==> src/rtl/brent_kung_subtractor32bit_pipe.sv <==
// brent_kung_subtractor32bit_pipe
//   Two-stage pipelined 32-bit subtractor: diff = a - b - borrowIn (mod 2^32).
//   The subtraction runs through a Brent-Kung prefix adder as a + ~b + ~borrowIn.
//   S1 holds the operands. S2 holds the result and flags. Both sides use valid/ready.
// Ports
//   clk, rst              clock, asynchronous active-high reset
//   in_valid/in_ready     operand handshake (in_a, in_b, borrowIn)
//   out_valid/out_ready   result handshake (diff, borrowOut, overflow, zero)

// brent_kung_adder32bit
//   Combinational 32-bit Brent-Kung prefix adder.
// Ports
//   in1, in2       operands
//   carryIn        carry-in
//   outputFinal    sum
//   carryOutFinal  carry-out
module brent_kung_adder32bit (
  input  logic [31:0] in1,
  input  logic [31:0] in2,
  input  logic        carryIn,
  output logic [31:0] outputFinal,
  output logic        carryOutFinal
);
  logic [31:0] g0, p0, gf, pf;
  logic [32:0] c;

  assign g0 = in1 & in2;
  assign p0 = in1 ^ in2;

  // Nine prefix levels. Levels 0-4 form the up-sweep, with spans 1, 2, 4, 8 and 16.
  // Levels 5-8 form the down-sweep, with spans 8, 4, 2 and 1. After the last level,
  // (gf[i], pf[i]) is the group generate/propagate for bits [i:0].
  for (genvar l = 0; l < 9; l++) begin : g_lvl
    localparam int D = (l < 5) ? (1 << l) : (1 << (8 - l));
    logic [31:0] gi, pin, go, po;
    if (l == 0) begin : g_src0
      assign gi  = g0;
      assign pin = p0;
    end else begin : g_srcn
      assign gi  = g_lvl[l-1].go;
      assign pin = g_lvl[l-1].po;
    end
    for (genvar i = 0; i < 32; i++) begin : g_bit
      localparam bit UP = (l < 5)  && (((i + 1) % (2 * D)) == 0);
      localparam bit DN = (l >= 5) && (((i + 1) % (2 * D)) == D) && (i >= 2 * D);
      if (UP || DN) begin : g_op
        assign go[i] = gi[i] | (pin[i] & gi[i-D]);
        assign po[i] = pin[i] & pin[i-D];
      end else begin : g_pass
        assign go[i] = gi[i];
        assign po[i] = pin[i];
      end
    end
  end

  assign gf = g_lvl[8].go;
  assign pf = g_lvl[8].po;

  // The carry-in is folded in after the tree: c[i+1] = G[i:0] | P[i:0] & cin.
  assign c[0]      = carryIn;
  assign c[32:1]   = gf | (pf & {32{carryIn}});
  assign outputFinal   = p0 ^ c[31:0];
  assign carryOutFinal = c[32];
endmodule

module brent_kung_subtractor32bit_pipe #(
  parameter int WIDTH = 32  // fixed by the embedded 32-bit adder
) (
  input  logic             clk,
  input  logic             rst,
  input  logic             in_valid,
  output logic             in_ready,
  input  logic [WIDTH-1:0] in_a,
  input  logic [WIDTH-1:0] in_b,
  input  logic             borrowIn,
  output logic             out_valid,
  input  logic             out_ready,
  output logic [WIDTH-1:0] diff,
  output logic             borrowOut,
  output logic             overflow,
  output logic             zero
);
  localparam int STAGES = 2;

  logic [STAGES:1] vld_pipe_d, vld_pipe_q;
  logic [WIDTH-1:0] a_d, a_q, bn_d, bn_q, diff_d, diff_q;
  logic cin_d, cin_q, borrow_d, borrow_q, ovf_d, ovf_q, zero_d, zero_q;
  logic [WIDTH-1:0] sum;
  logic cout, s2_free, s1_adv, in_xfer;

  brent_kung_adder32bit u_add (
    .in1          (a_q),
    .in2          (bn_q),
    .carryIn      (cin_q),
    .outputFinal  (sum),
    .carryOutFinal(cout)
  );

  always_comb begin
    s2_free  = !vld_pipe_q[2] || out_ready;
    s1_adv   = vld_pipe_q[1] && s2_free;
    in_ready = !vld_pipe_q[1] || s1_adv;
    in_xfer  = in_valid && in_ready;

    a_d      = a_q;
    bn_d     = bn_q;
    cin_d    = cin_q;
    diff_d   = diff_q;
    borrow_d = borrow_q;
    ovf_d    = ovf_q;
    zero_d   = zero_q;

    // A stage that drains and refills on the same edge stays valid.
    vld_pipe_d[1] = in_xfer || (vld_pipe_q[1] && !s1_adv);
    vld_pipe_d[2] = s1_adv  || (vld_pipe_q[2] && !out_ready);

    if (in_xfer) begin
      a_d   = in_a;
      bn_d  = ~in_b;
      cin_d = ~borrowIn;
    end
    if (s1_adv) begin
      diff_d   = sum;
      borrow_d = ~cout;
      // bn_q holds ~b. The operand signs differ exactly when a[31] == bn_q[31].
      ovf_d    = (a_q[WIDTH-1] == bn_q[WIDTH-1]) && (sum[WIDTH-1] != a_q[WIDTH-1]);
      zero_d   = (sum == '0);
    end
  end

  always_ff @(posedge clk or posedge rst) begin
    if (rst) begin
      vld_pipe_q <= '0;
      a_q        <= '0;
      bn_q       <= '0;
      cin_q      <= 1'b0;
      diff_q     <= '0;
      borrow_q   <= 1'b0;
      ovf_q      <= 1'b0;
      zero_q     <= 1'b0;
    end else begin
      vld_pipe_q <= vld_pipe_d;
      a_q        <= a_d;
      bn_q       <= bn_d;
      cin_q      <= cin_d;
      diff_q     <= diff_d;
      borrow_q   <= borrow_d;
      ovf_q      <= ovf_d;
      zero_q     <= zero_d;
    end
  end

  assign out_valid = vld_pipe_q[2];
  assign diff      = diff_q;
  assign borrowOut = borrow_q;
  assign overflow  = ovf_q;
  assign zero      = zero_q;
endmodule

==> config.mk <==
export PLATFORM = sky130hd
export DESIGN_NAME = brent_kung_subtractor32bit_pipe
export DESIGN_NICKNAME = d
export VERILOG_FILES = /design/src/rtl/brent_kung_subtractor32bit_pipe.sv
export SDC_FILE = /design/constraint.sdc
export NUM_CORES = 1
export LEC_CHECK = 0
export ABC_AREA = 1
export BUFFER_PORTS_ARGS = -buffer_cell sky130_fd_sc_hd__buf_2
export CORE_MARGIN = 1
export CORE_UTILIZATION = 27
export DETAILED_ROUTE_END_ITERATION = 8
export MAX_ROUTING_LAYER = met4
export REMOVE_ABC_BUFFERS = 1
export SLEW_MARGIN = 20
export SYNTH_ARGS = -nofsm -noshare
export SYNTH_HDL_FRONTEND = slang
export SYNTH_SLANG_ARGS = --single-unit
==> constraint.sdc <==
create_clock -name clk -period 3 [get_ports clk]
set_clock_uncertainty 0.2 [all_clocks]
set_input_delay 0.45 -clock clk [delete_from_list [all_inputs] [get_ports clk]]
set_output_delay 0.45 -clock clk [all_outputs]
set_load 0.005 [all_outputs]
==> results.sh, run 1 <==
export IMPL_clk_latency_ns=0.36
export IMPL_cellPowerDensity_mw_per_mm2=752
export IMPL_rows=51
export IMPL_routed_wl_microns=12300
export IMPL_synth_area_leaders="dfrtp_1, nand2_1, ha_1"
export IMPL_cp_slowest_cell="dfrtp_1"
export IMPL_combPwrFrac_pct=31.9
export IMPL_yosys_warnings=0
export IMPL_total_power_uw=4980
export IMPL_status="completed"
export IMPL_p_leak_uw=0.00339
export IMPL_crit_type="flop to flop"
export IMPL_r2r_slack_ns=0.31
export IMPL_utilization_pct=34.1
export IMPL_cts_setup_buffers=0
export IMPL_synth_commonest_cells="nand2_1, dfrtp_1, o21ai_0"
export IMPL_drive_above_1_share_pct=26.9
export IMPL_h_tree_depth=3
export IMPL_grt_pass1_vias=4039
export IMPL_initial_utilization_pct=27.5
export IMPL_synth_top_area_share_pct=47.9
export IMPL_die_h_microns=143
export IMPL_p_int_uw=3350
export IMPL_tritoncts="yes"
export IMPL_cp_required_ns=3.09
export IMPL_worst_ep_arrival_time_ns=2.78
export IMPL_cp_num_buf_inv=1
export IMPL_synth_cells=598
export IMPL_hold_violations=0
export IMPL_coreArea_sq_mm=0.0194
export IMPL_numCtsBuffers=9
export IMPL_grt_pass1_wl_microns=20200
export IMPL_n_antenna_cell=0
export IMPL_vias=4069
export IMPL_die_w_microns=143
export IMPL_yosys_cell_count_top_type="nand2_1"
export IMPL_place_gp_congestion=0.786
export IMPL_irDropWorstVdd_uv=238
export IMPL_vias_per_cell=4.17
export IMPL_relSlewSlack_pct=65.8
export IMPL_seqPwrFrac_pct=37.8
export IMPL_track_usage_pct=13.3
export IMPL_syn_area_sq_mm=0.00533
export IMPL_path_clk_slew_ns=0.07
export IMPL_drtIter0Drc=139
export IMPL_path_common_cell="nand2_1"
export IMPL_clk_path_buf_depth=2
export IMPL_grt_overflow_total=0
export IMPL_p_switching_uw=1630
export IMPL_cts_root_buf="clkbuf_16"
export IMPL_synthToLayoutAreaGrowth_pct=24.2
export IMPL_dr_pass1_iters=4
export IMPL_switching_share_pct=32.8
export IMPL_crit_path_end_kind="flop"
export IMPL_crit_family="simple AND/OR/NAND/NOR gates"
export IMPL_cp_start_kind="flop"
export IMPL_tightest_slew_ns=0.514
export IMPL_min_period_over_period_pct=89.5
export IMPL_whs_ns=0.0738
export IMPL_finalNetCount=807
export IMPL_ant_nets=0
export IMPL_dieArea_sq_mm=0.0203
export IMPL_cp_cell_sequence="ha_1, nand2_2, inv_1, a21oi_1, nand3_2, nand2_2, nand2_2, nand2_2, nand2_1, nand2_1, nand2_1, nand2_1, nand2_1, nor2_1, nand3_1, nor2_1, nand3_1, nand2_1"
export IMPL_drv_cap=0
export IMPL_ys_flop_type="dfrtp_1"
export IMPL_yosysTopAreaCell="dfrtp_1"
export IMPL_drc=0
export IMPL_path_max_fanout=4
export IMPL_fmax_mhz=372
export IMPL_wire_per_inst_microns=12.6
export IMPL_synthArstFlopShare_pct=100
export IMPL_fill_cells=2081
export IMPL_fin_crit_ns=2.69
export IMPL_slowest_delay_ns=0.38
export IMPL_synth_edf_count=0
export IMPL_regArea_sq_mm=0.00255
export IMPL_cts_sinks=102
export IMPL_dp_hpwl_microns=9270
export IMPL_multiInputGateArea_sq_mm=0.00254
export IMPL_grt_max_degree=72
export IMPL_drv_slew=0
export IMPL_ys_seq_elements=102
export IMPL_worstHoldPathType="input port to flop"
export IMPL_synthesis_area_per_instance_sq_um=8.92
export IMPL_antenna_found_initial=0
export IMPL_pwr_share_clk_pct=30.4
export IMPL_port_buffers=105
export IMPL_finalSetupViolations=0
export IMPL_yosysSeqAreaShare_pct=47.9
export IMPL_ys_types=30
export IMPL_ios=106
## sequential cells by signal, summed over array words and instances, names as in the netlist
name,flops
zero,1
diff,32
borrowOut,1
cin_q,1
vld_pipe_q,2
overflow,1
a_q,32
bn_q,32
## through the flow
stage	setup TNS, ns	std cells	area [sq um]	setup WS, ns
6_report	0	975	6620	0.314
5_1_grt	-0.0161	975	6620	-0.0161
4_1_cts	0	975	6620	0.221
3_5_place_dp	0	958	6220	0.220
3_3_place_gp	0	958	6220	0.242
2_1_floorplan	-33.20	582	5270	-0.325
## cells by family after synthesis
family                     after synthesis  synth area share, %
and+or+nand+nor                        275                 23.2
DFF                                    102                 47.9
AOI/OAI and AO/OA                       78                 7.56
buffers and inverters                   66                 4.65
adders and majority gates               33                 7.89
muxes                                   31                 6.55
xor gates and xnor gates                13                 2.28
## layout make-up
class                   instances  area share (%)
inverters                      50            2.87
well taps                     265            5.01
clock buffers                  10            3.46
clock inverters                 6            2.38
repair buffers                112            9.33
flip-flops and latches        102            38.5
multi-input cells             430            38.4
## cell usage in the layout, fill, tap and decap left out, drive strengths merged, types with 5 or more instances in the layout
cell    count
nand2     210
buf       111
dfrtp     102
o21ai      56
inv        49
ha         32
mux2       31
nor2       28
nand3      23
a21oi      16
xor2       10
clkbuf     10
nand3b      9
bufinv      5
## worst paths after layout
check	startpoint	endpoint	cells past startpoint
max reg2reg	a_q[7]	zero	18
max in group asynchronous	rst	diff[4]	4
min reg2reg	diff[0]	diff[0]	2
max	a_q[7]	zero	18
min in group asynchronous	rst	a_q[26]	3
min	in_b[22]	bn_q[22]	2
## power by group through the flow
stage	Sequential, uW	Clock, uW	Combinational, uW
after floorplan	1880	0	1060
after global placement	1900	0	1590
after detailed placement	1910	0	1610
after CTS	1880	1560	1620
after global routing	1920	1600	1840
final	1880	1510	1590
## routing by layer
metal	vias to the layer above	global-route usage [%]	share of wire, %
met5	-	-	0
met4	0	4.41	1.1
met3	8	3.13	4.4
met2	74	20.7	45
met1	1841	17.0	50
li1	2146	-	-
## what timing repair did
action	4_1_cts	5_1_grt
resized for setup	0	1
hold buffers	1	0
endpoints found under the setup margin	0	1
hold endpoints to repair	31	0
(Power assumes the default switching activity.)
==> run 2: changes to the inputs <==
ABC_AREA = 0   (was 1)
CTS_CLUSTER_DIAMETER = 30   (was not set)
==> run 2 against run 1 <==
  * Largest power group is now combinational logic
  * Synthesized cell count fell by 14%
  * Setup slack worse by 0.17 ns
  * The run now ends with hold timing left
  * Final cell count is 7.2% lower
  * Critical path type unchanged
  * Non-clock buffer count up 18
  * Synthesized area up 1.8%
  * Hold slack lost 0.074 ns
  * Fmax is 5.9% lower
==> results.sh, run 2 <==
export IMPL_status="finished with violations"
export IMPL_violations="hold timing"
export IMPL_yosysTopAreaCell="dfrtp_1"
export IMPL_hold_violations=1
export IMPL_syn_area_sq_mm=0.00543
export IMPL_tightest_slew_ns=0.670
export IMPL_stdcell_area_sq_mm=0.00679
export IMPL_grt_pass1_vias=4045
export IMPL_vias=4065
export IMPL_r2r_start="a_q[9]"
export IMPL_final_cell_mix="buf_2, dfrtp_1, nand2_1, o21ai_0, mux2_2"
export IMPL_worst_ep_arrival_time_ns=2.93
export IMPL_synth_area_leaders="dfrtp_1, mux2_2, ha_1"
export IMPL_fmax_mhz=351
export IMPL_grt_max_degree=63
export IMPL_port_buffers=105
export IMPL_layout_commonest_cell="buf_2"
export IMPL_cp_start_kind="flop"
export IMPL_die_w_microns=144
export IMPL_tritoncts="yes"
export IMPL_ys_types=66
export IMPL_drtIter0Drc=175
export IMPL_yosys_cell_count_top_type="dfrtp_1"
export IMPL_synth_top_area_share_pct=47.0
export IMPL_ant_nets=0
export IMPL_numCtsBuffers=9
export IMPL_whs_ns=-0.000604
export IMPL_ys_flop_type="dfrtp_1"
export IMPL_synthesis_area_per_instance_sq_um=10.5
export IMPL_vias_per_cell=4.49
export IMPL_final_cells=905
export IMPL_crit_type="flop to flop"
export IMPL_grt_pass1_wl_microns=20900
export IMPL_cts_root_buf="clkbuf_16"
export IMPL_synth_edf_count=0
export IMPL_rows=51
export IMPL_p_leak_uw=0.00312
export IMPL_cp_required_ns=3.08
export IMPL_synth_adder_area_share_pct=7.75
export IMPL_synth_cells=516
export IMPL_place_area_sq_mm=0.00639
export IMPL_r2r_slack_ns=0.15
export IMPL_r2r_end="zero"
export IMPL_antenna_found_initial=3
export IMPL_drv_cap=0
export IMPL_wire_per_inst_microns=14.2
export IMPL_path_clk_slew_ns=0.07
export IMPL_die_h_microns=144
export IMPL_drv_slew=0
export IMPL_h_tree_depth=3
export IMPL_endpoint="zero"
export IMPL_dp_hpwl_microns=9770
export IMPL_track_usage_pct=13.7
export IMPL_clk_path_buf_depth=2
export IMPL_cts_sinks=102
export IMPL_place_gp_congestion=0.832
export IMPL_coreArea_sq_mm=0.0196
export IMPL_synth_mux_area_share_pct=8.64
export IMPL_path_max_fanout=11
export IMPL_pre_cts_slack_ns=0.0141
export IMPL_synthArstFlopShare_pct=100
export IMPL_grt_overflow_total=0
export IMPL_fin_ws_ns=0.147
export IMPL_yosysSeqAreaShare_pct=47.0
export IMPL_synthToLayoutAreaGrowth_pct=25.2
export IMPL_synth_compound_area_share_pct=16.2
export IMPL_drive_above_1_share_pct=34.9
export IMPL_fin_tns_setup_ns=0
export IMPL_finalNetCount=734
export IMPL_initial_utilization_pct=27.7
export IMPL_synth_top_family_by_area="compound AO/OA/AOI/OAI gates"
export IMPL_cp_startpoint="a_q[9]"
export IMPL_reg2regPathDepth=11
export IMPL_fin_crit_ns=2.85
export IMPL_synthXorXnorAreaFrac_pct=5.00
export IMPL_routed_wl_microns=12900
export IMPL_synth_simple_area_share_pct=12.3
export IMPL_dr_pass1_iters=4
export IMPL_worstHoldPathType="input port to asynchronous set/reset pin"
export IMPL_crit_path_end_kind="flop"
export IMPL_synth_commonest_cells="dfrtp_1, nand2_1, o21ai_0"
export IMPL_cellPowerDensity_mw_per_mm2=729
export IMPL_irDropWorstVdd_uv=313
export IMPL_clk_latency_ns=0.35
export IMPL_dp_cells=885
export IMPL_finalSetupViolations=0
export IMPL_drc=0
export IMPL_ys_seq_elements=102
export IMPL_relSlewSlack_pct=55.3
export IMPL_min_period_over_period_pct=95.1
export IMPL_ios=106
export IMPL_yosys_warnings=0
export IMPL_dieArea_sq_mm=0.0207
run 2: area by class of cell:
cell class | count | area (sq um)
Fill cell | 2003 | 12800
Timing Repair Buffer | 130 | 763
Multi-Input combinational cell | 380 | 2820
Clock inverter | 3 | 17.5
Tap cell | 265 | 332
Sequential cell | 102 | 2550
Clock buffer | 13 | 270
Antenna cell | 3 | 7.51
Inverter | 9 | 36.3
run 2: timing repair:
action | CTS | global route
setup buffers | 0 | 1
pin swaps | 1 | 6
endpoints found under the hold margin | 0 | 0
resized for setup | 1 | 18
setup endpoints to repair | 1 | 6
hold buffers | 0 | 0
run 2: through the flow:
stage / utilization [%] / total power [uW]
after floorplan: - / 3080
after global placement: 32.6 / 3780
after detailed placement: 32.6 / 3800
after CTS: 34.2 / 4980
after global routing: 34.7 / 5340
final: 34.7 / 4960
run 2: routing by layer:
layer	up-vias	wire length [microns]	GRT usage [%]
met2	77	5760	20.1
met3	15	678	3.57
met1	1885	6170	17.7
li1	2088	-	-
met4	0	272	5.99
met5	-	0	-
run 2: cells by family after synthesis:
logic type / Yosys count
buffers and inverters: 34
AND/OR/NAND/NOR: 138
XOR/XNOR: 31
AO/OA/AOI/OAI: 136
adder cells (fa/ha/maj): 33
multiplexers: 42
flip-flops: 102
run 2: worst max-delay path, cell delays in order (launching register included):
cell	delay [ns]
dfrtp_1	0.38
ha_1	0.38
a21oi_4	0.17
o21ai_2	0.09
a221oi_2	0.29
nand3_2	0.13
buf_12	0.17
a2111o_1	0.36
o221a_2	0.14
nor3_2	0.17
o2111ai_1	0.15
o21ai_1	0.15
run 2: power by group:
group	total [uW]	internal, uW	leakage, uW	switching (uW)
registers	1890	1710	0.00123	184
clock network	1140	629	0.000142	509
logic	1930	916	0.00175	1010
run 2: worst min path at each step:
| stage | depth (start not counted) | to | from | slack [ns] |
|---|---|---|---|---|
| floorplan | 2 | bn_q[10] | bn_q[10] | 0.25 |
| global placement | 2 | diff[21] | diff[21] | 0.26 |
| detailed placement | 2 | diff[21] | diff[21] | 0.27 |
| CTS | 2 | bn_q[17] | rst | 0.02 |
| global route | 2 | bn_q[17] | rst | 0.05 |
| finish | 2 | bn_q[17] | rst | -0.0006 |
